`src/rtl/dcache_tag_wr_ctrl.sv`:
```
// Write-side controller for the dcache tag array: reset/flush sweeps that clear every set,
// plus arbitration of refill writes and single-way invalidates onto one registered writeport.
`ifndef DCACHE_WAY_NUM
`define DCACHE_WAY_NUM 4
`endif

module dcache_tag_wr_ctrl #(
  parameter int DATA_WIDTH = 38,
  parameter int ADDR_WIDTH = 9,
  parameter int WAY_NUM    = `DCACHE_WAY_NUM
) (
  input  logic                  clock,
  input  logic                  reset,
  input  logic                  refill_valid,
  output logic                  refill_ready,
  input  logic [ADDR_WIDTH-1:0] refill_idx,
  input  logic [WAY_NUM-1:0]    refill_way,
  input  logic [DATA_WIDTH-1:0] refill_data,
  input  logic                  inval_valid,
  output logic                  inval_ready,
  input  logic [ADDR_WIDTH-1:0] inval_idx,
  input  logic [WAY_NUM-1:0]    inval_way,
  input  logic                  flush_valid,
  output logic                  flush_ready,
  output logic                  flush_done,
  output logic                  init_done,
  input  logic                  req_rd_en,
  input  logic [ADDR_WIDTH-1:0] req_rd_idx,
  output logic                  req_rd_ready,
  output logic                  readport_rd_en,
  output logic [ADDR_WIDTH-1:0] readport_rd_idx,
  output logic                  writeport_wr_en,
  output logic [WAY_NUM-1:0]    writeport_wr_way,
  output logic [ADDR_WIDTH-1:0] writeport_wr_idx,
  output logic [DATA_WIDTH-1:0] writeport_wr_data
);

  localparam logic [ADDR_WIDTH-1:0] LAST_IDX = '1;

  typedef enum logic [1:0] {INIT, IDLE, FLUSH} state_t;

  state_t                state;
  logic [ADDR_WIDTH-1:0] cnt;
  logic                  idle;
  logic                  wr_hit;

  // Lookups to the set currently being written stall for that one cycle; there is no bypass.
  always_comb begin
    idle            = (state == IDLE);
    wr_hit          = writeport_wr_en && (writeport_wr_idx == req_rd_idx);
    flush_ready     = idle;
    refill_ready    = idle && !flush_valid;
    inval_ready     = idle && !flush_valid && !refill_valid;
    req_rd_ready    = idle && !wr_hit;
    readport_rd_en  = req_rd_en && req_rd_ready;
    readport_rd_idx = req_rd_idx;
    init_done       = (state != INIT);
  end

  always_ff @(posedge clock or posedge reset) begin
    if (reset) begin
      state             <= INIT;
      cnt               <= '0;
      flush_done        <= 1'b0;
      writeport_wr_en   <= 1'b0;
      writeport_wr_way  <= '0;
      writeport_wr_idx  <= '0;
      writeport_wr_data <= '0;
    end else begin
      flush_done <= 1'b0;
      unique case (state)
        INIT, FLUSH: begin
          writeport_wr_en   <= 1'b1;
          writeport_wr_way  <= '1;
          writeport_wr_idx  <= cnt;
          writeport_wr_data <= '0;
          if (cnt == LAST_IDX) begin
            cnt        <= '0;
            state      <= IDLE;
            flush_done <= (state == FLUSH);
          end else begin
            cnt <= cnt + ADDR_WIDTH'(1);
          end
        end
        IDLE: begin
          if (flush_valid) begin
            // The flush cycle itself writes nothing; the sweep starts once in FLUSH.
            state           <= FLUSH;
            writeport_wr_en <= 1'b0;
          end else if (refill_valid) begin
            writeport_wr_en   <= 1'b1;
            writeport_wr_way  <= refill_way;
            writeport_wr_idx  <= refill_idx;
            writeport_wr_data <= refill_data;
          end else if (inval_valid) begin
            writeport_wr_en   <= 1'b1;
            writeport_wr_way  <= inval_way;
            writeport_wr_idx  <= inval_idx;
            writeport_wr_data <= '0;
          end else begin
            writeport_wr_en <= 1'b0;
          end
        end
        default: state <= INIT;
      endcase
    end
  end

endmodule

```
`config.mk`:
```
export PLATFORM = sky130hd
export DESIGN_NAME = dcache_tag_wr_ctrl
export DESIGN_NICKNAME = d
export VERILOG_FILES = /design/src/rtl/dcache_tag_wr_ctrl.sv
export SDC_FILE = /design/constraint.sdc
export NUM_CORES = 1
export LEC_CHECK = 0
export BUFFER_PORTS_ARGS = -buffer_cell sky130_fd_sc_hd__buf_2
export CELL_PAD_IN_SITES_DETAIL_PLACEMENT = 0
export CELL_PAD_IN_SITES_GLOBAL_PLACEMENT = 1
export CORE_AREA = 2 2 96 98
export CTS_CLUSTER_DIAMETER = 120
export DETAILED_ROUTE_END_ITERATION = 8
export DIE_AREA = 0 0 98 100
export PLACE_DENSITY_LB_ADDON = 0.08
export SETUP_SLACK_MARGIN = 0.2
export SLEW_MARGIN = 40
export SYNTH_ARGS = -nofsm -noshare
export SYNTH_HDL_FRONTEND = slang
export SYNTH_SLANG_ARGS = --single-unit
```
`constraint.sdc`:
```
create_clock -name clock -period 5.3 [get_ports clock]
set_input_delay 0 -clock clock [delete_from_list [all_inputs] [get_ports clock]]
set_output_delay 0 -clock clock [all_outputs]
set_load 0.02 [all_outputs]
```
==> metrics.txt <==
# TYPE chip_impl_metric gauge
chip_impl_info{name="outcome",value="complete, no violations"} 1
chip_impl_metric{name="clock-sinks",unit=""} 64
chip_impl_metric{name="leakage_power",unit="nW"} 2.405
chip_impl_metric{name="maxCapViolations",unit=""} 0
chip_impl_info{name="regToRegEndpoint",value="cnt[6]"} 1
chip_impl_metric{name="power_density",unit="nW/µm²"} 279.0
chip_impl_metric{name="htree_num_levels",unit=""} 3
chip_impl_metric{name="clock_tree_buffer_depth",unit=""} 2
chip_impl_metric{name="cp.buffers_inverters",unit=""} 0
chip_impl_metric{name="yosysTopAreaCellShare",unit=""} 0.4825
chip_impl_info{name="clock-root-buffer",value="sky130_fd_sc_hd__clkbuf_8"} 1
chip_impl_metric{name="clock_power_share",unit=""} 0.302
chip_impl_metric{name="ys_seq_elements",unit=""} 64
chip_impl_info{name="largest_family_of_logic_cells_by_synthesized_area",value="multiplexers"} 1
chip_impl_metric{name="die_w",unit="µm"} 98
chip_impl_metric{name="final.period_utilization",unit=""} 0.4160
chip_impl_metric{name="vias_per_cell",unit=""} 4.916
chip_impl_metric{name="timing.setup.tns",unit="ns"} 0
chip_impl_metric{name="number_of_enable_type_register_cells_in_the_synthesized_netlist",unit=""} 0
chip_impl_info{name="synthTopCellsByArea",value="sky130_fd_sc_hd__dfrtp_1 48%, sky130_fd_sc_hd__mux2_2 19%, sky130_fd_sc_hd__and3_1 7.2%"} 1
chip_impl_metric{name="grt_max_degree",unit=""} 65
chip_impl_metric{name="synth_simple_gate_area_frac",unit=""} 0.1251
chip_impl_info{name="worst_setup_path_endpoint",value="cnt[6]"} 1
chip_impl_metric{name="final_net_count",unit=""} 490
chip_impl_metric{name="drc",unit=""} 0
chip_impl_metric{name="reg2reg_depth",unit=""} 7
chip_impl_info{name="hp_class",value="in -> reg"} 1
chip_impl_info{name="endpoint_kind",value="flip-flop"} 1
chip_impl_metric{name="synth-seq-area-share",unit=""} 0.4825
chip_impl_metric{name="worst_slew_pin_slew",unit="ns"} 0.6458
chip_impl_info{name="worst_path_most_repeated_cell",value="sky130_fd_sc_hd__ha_1"} 1
chip_impl_metric{name="finalWorstPathRequiredPeriod",unit="ns"} 2.205
chip_impl_metric{name="yosys.area_share.xor_xnor",unit=""} 0.02375
chip_impl_metric{name="placed_cells_incl_taps",unit=""} 505
chip_impl_metric{name="finalWirelength",unit="µm"} 8054
chip_impl_metric{name="cts_hold_repair.buffers",unit=""} 3
chip_impl_metric{name="die_height",unit="µm"} 100
chip_impl_metric{name="intPower",unit="mW"} 0.8223
chip_impl_metric{name="switching_power",unit="mW"} 0.3542
chip_impl_info{name="setup.worst_path.start_class",value="flip-flop"} 1
chip_impl_metric{name="netlist_instances",unit=""} 272
chip_impl_metric{name="first_pass_iters",unit=""} 4
chip_impl_info{name="cp_cell_sequence",value="ha_1, nand3_1, nor3_1, ha_1, or2_1, or4_1, o311ai_0"} 1
chip_impl_metric{name="final_layout_size_suffix_gt1_frac",unit=""} 0.5607
chip_impl_metric{name="post-cts-setup-buffer-count",unit=""} 0
chip_impl_info{name="crit_type",value="reg -> reg"} 1
chip_impl_metric{name="final_antenna_net_count",unit=""} 0
chip_impl_metric{name="postSynthNetCount",unit=""} 353
chip_impl_metric{name="antenna-diode-count",unit=""} 0
chip_impl_metric{name="mappedNetlistArea",unit="µm²"} 3319
chip_impl_metric{name="cp.required",unit="ns"} 5.51
chip_impl_metric{name="ys_warn_count",unit=""} 0
chip_impl_metric{name="portBuffers",unit=""} 146
chip_impl_metric{name="regArea",unit="µm²"} 1602
chip_impl_metric{name="io_pins",unit=""} 147
chip_impl_metric{name="clk_latency",unit="ns"} 0.33
chip_impl_metric{name="final.fill_count",unit=""} 873
chip_impl_info{name="grt_setup_unrepaired",value="no"} 1
chip_impl_metric{name="wl_per_cell",unit="µm"} 15.40
chip_impl_metric{name="report.final.hold_viol_count",unit=""} 0
chip_impl_metric{name="power.ir.vdd_worst",unit="mV"} 0.1348
chip_impl_info{name="yosys.area.top_type",value="sky130_fd_sc_hd__dfrtp_1"} 1
chip_impl_metric{name="timing.final.max_slew_violations",unit=""} 0
chip_impl_info{name="worstSetupStartpoint",value="cnt[0]"} 1
chip_impl_metric{name="final_util",unit=""} 0.4743
chip_impl_info{name="critical-path-slowest-cell",value="sky130_fd_sc_hd__or4_1"} 1
chip_impl_metric{name="post_synth_mux_area_share",unit=""} 0.2559
chip_impl_metric{name="grt_antenna_before_repair",unit=""} 0
chip_impl_metric{name="fp-row-count",unit=""} 35
chip_impl_metric{name="syn_area_per_cell",unit="µm²"} 12.20
chip_impl_metric{name="initialDrtViolationCount",unit=""} 40
chip_impl_metric{name="num_cts_buffers",unit=""} 9
chip_impl_metric{name="floorplan.die_area",unit="µm²"} 9800
chip_impl_metric{name="r2r_setup_slack",unit="ns"} 3.10
chip_impl_metric{name="ys_async_sr_fraction",unit=""} 1.000
chip_impl_metric{name="instances_no_fill",unit=""} 523
chip_impl_info{name="regToRegStartpoint",value="cnt[0]"} 1
chip_impl_metric{name="vias_in_the_first_global_route",unit=""} 2516
chip_impl_metric{name="groute.usage.overall",unit=""} 0.1691
chip_impl_metric{name="synth_compound_area_frac",unit=""} 0.03958
chip_impl_metric{name="grt-ovfl-total",unit=""} 0
chip_impl_metric{name="worst-endpoint-arrival",unit="ns"} 2.42
chip_impl_metric{name="max_freq",unit="GHz"} 0.4536
chip_impl_info{name="timing.critical_path.max_delay_family",value="simple AND/OR/NAND/NOR gates"} 1
chip_impl_metric{name="clk_pin_slew",unit="ns"} 0.07
chip_impl_metric{name="core_area",unit="µm²"} 8890
chip_impl_info{name="synthFlopType",value="sky130_fd_sc_hd__dfrtp_1"} 1
chip_impl_metric{name="timing.critical_path.fanout_max",unit=""} 7
chip_impl_metric{name="area_of_the_multi_input_gates",unit="µm²"} 1500
chip_impl_metric{name="initial_core_util",unit=""} 0.3734
chip_impl_metric{name="cts.repair.resized",unit=""} 0
chip_impl_metric{name="crit_cells",unit=""} 7
chip_impl_metric{name="flow.area_growth_from_synthesis",unit="%"} 27.03
chip_impl_metric{name="fin_skew",unit="ns"} 0.006868
chip_impl_metric{name="dp_hpwl",unit="µm"} 5478
chip_impl_metric{name="critical-path-max-stage-delay",unit="ns"} 0.50
chip_impl_metric{name="yosys.area_share.adder",unit=""} 0.007539
chip_impl_metric{name="setup_viol",unit=""} 0
chip_impl_metric{name="via_count",unit=""} 2571
chip_impl_metric{name="grt_pass1_wl",unit="µm"} 13080
chip_impl_metric{name="power.share.combinational",unit=""} 0.198
chip_impl_metric{name="slew_headroom",unit=""} 0.5695
chip_impl_metric{name="power.share.switching",unit=""} 0.3011
chip_impl_info{name="holdCritStartpoint",value="inval_way[0]"} 1
chip_impl_metric{name="power.sequential.fraction",unit=""} 0.501
chip_impl_info{name="cts_tree",value="done"} 1
chip_impl_metric{name="ys_types",unit=""} 35
chip_impl_metric{name="place.gp.congestion",unit=""} 0.7360
## synthesized netlist by cell type (3+ instances only)
cell type,instances
sky130_fd_sc_hd__nand3_1,3
sky130_fd_sc_hd__inv_1,4
sky130_fd_sc_hd__mux2_2,56
sky130_fd_sc_hd__xor2_1,8
sky130_fd_sc_hd__and3_1,38
sky130_fd_sc_hd__mux2i_1,11
sky130_fd_sc_hd__or4_1,3
sky130_fd_sc_hd__o31ai_1,3
sky130_fd_sc_hd__nand2_1,10
sky130_fd_sc_hd__o21ai_0,5
sky130_fd_sc_hd__buf_4,11
sky130_fd_sc_hd__clkbuf_1,8
sky130_fd_sc_hd__mux2_4,5
sky130_fd_sc_hd__a31oi_1,3
sky130_fd_sc_hd__buf_6,7
sky130_fd_sc_hd__dfrtp_1,64
sky130_fd_sc_hd__mux2_1,3
sky130_fd_sc_hd__nor2_1,6
## metal layers
metal	global-route usage	routed length [µm]	share of wire
met1	0.2340	3790	0.47
met2	0.2592	3604	0.45
met3	0.03760	566	0.070
met4	0.06731	92	0.011
met5	0	0	0
## per-stage QoR
| stage | setup slack, ns | area [µm²] | total power, mW | hold slack [ns] |
|---|---|---|---|---|
| after floorplan | 3.318 | 3319 | 0.7418 | 0.08306 |
| after global placement | 2.745 | 4015 | 0.8281 | 0.2457 |
| after detailed placement | 2.697 | 4019 | 0.8326 | 0.1908 |
| after CTS | 2.916 | 4209 | 1.195 | 0.002322 |
| after global routing | 2.941 | 4217 | 1.251 | 0.01812 |
| final | 3.095 | 4217 | 1.177 | 0.01059 |
## worst register-to-register path, delay by kind of cell, from the launching register on
kind	cells	cell delay (ns)
simple gates	4	1.01
fa+ha+maj	2	0.54
flops	1	0.43
compound gates	1	0.11
## power by group through the flow
stage | Sequential, mW | Clock (mW) | Combinational (mW)
2_1_floorplan | 0.611 | 0 | 0.131
3_3_place_gp | 0.597 | 0 | 0.231
3_5_place_dp | 0.597 | 0 | 0.235
4_1_cts | 0.589 | 0.368 | 0.237
5_1_grt | 0.598 | 0.394 | 0.258
6_report | 0.589 | 0.355 | 0.232
## cells by family after synthesis
logic type	count (synthesis)
buffers and inverters	32
and+or+nand+nor	72
muxes	75
xor gates and xnor gates	9
DFF	64
adders and majority gates	2
AOI/OAI and AO/OA	18
## cells in the final DEF, fill, tap and decap left out, types with 3 or more instances in the layout
cell type	synthesis	layout
sky130_fd_sc_hd__buf_2	1	146
sky130_fd_sc_hd__or4_1	3	3
sky130_fd_sc_hd__o21ai_0	5	5
sky130_fd_sc_hd__mux2_1	3	3
sky130_fd_sc_hd__and3_1	38	38
sky130_fd_sc_hd__nand3_1	3	3
sky130_fd_sc_hd__a31oi_1	3	3
sky130_fd_sc_hd__mux2_2	56	56
sky130_fd_sc_hd__dlygate4sd3_1	0	3
sky130_fd_sc_hd__clkinv_2	0	3
sky130_fd_sc_hd__o31ai_1	3	3
sky130_fd_sc_hd__mux2_4	5	5
sky130_fd_sc_hd__nand2_1	10	10
sky130_fd_sc_hd__xor2_1	8	8
sky130_fd_sc_hd__buf_4	11	3
sky130_fd_sc_hd__inv_1	4	3
sky130_fd_sc_hd__dfrtp_1	64	64
sky130_fd_sc_hd__mux2i_1	11	11
sky130_fd_sc_hd__clkbuf_8	0	10
sky130_fd_sc_hd__nor2_1	6	6
## registers in the layout (all words and copies together) (netlist names)
signal / count
writeport_wr_idx: 9
writeport_wr_data: 38
cnt: 9
writeport_wr_en: 1
writeport_wr_way: 4
state: 2
flush_done: 1
## how the worst min path moves through the flow
stage / endpoint / depth (start not counted)
floorplan: inval_ready / 1
global placement: readport_rd_idx[2] / 2
detailed placement: writeport_wr_data[13] / 3
CTS: writeport_wr_way[2] / 4
global route: writeport_wr_way[2] / 4
finish: writeport_wr_way[0] / 4
## cell type report
class | count | share of cell area
Clock buffer | 10 | 0.03264
Timing Repair Buffer | 153 | 0.1884
Inverter | 5 | 0.005045
Clock inverter | 4 | 0.005341
Multi-Input combinational cell | 176 | 0.3558
Sequential cell | 64 | 0.3798
Tap cell | 111 | 0.03294
Note: power is estimated with default switching activity, not from simulation.
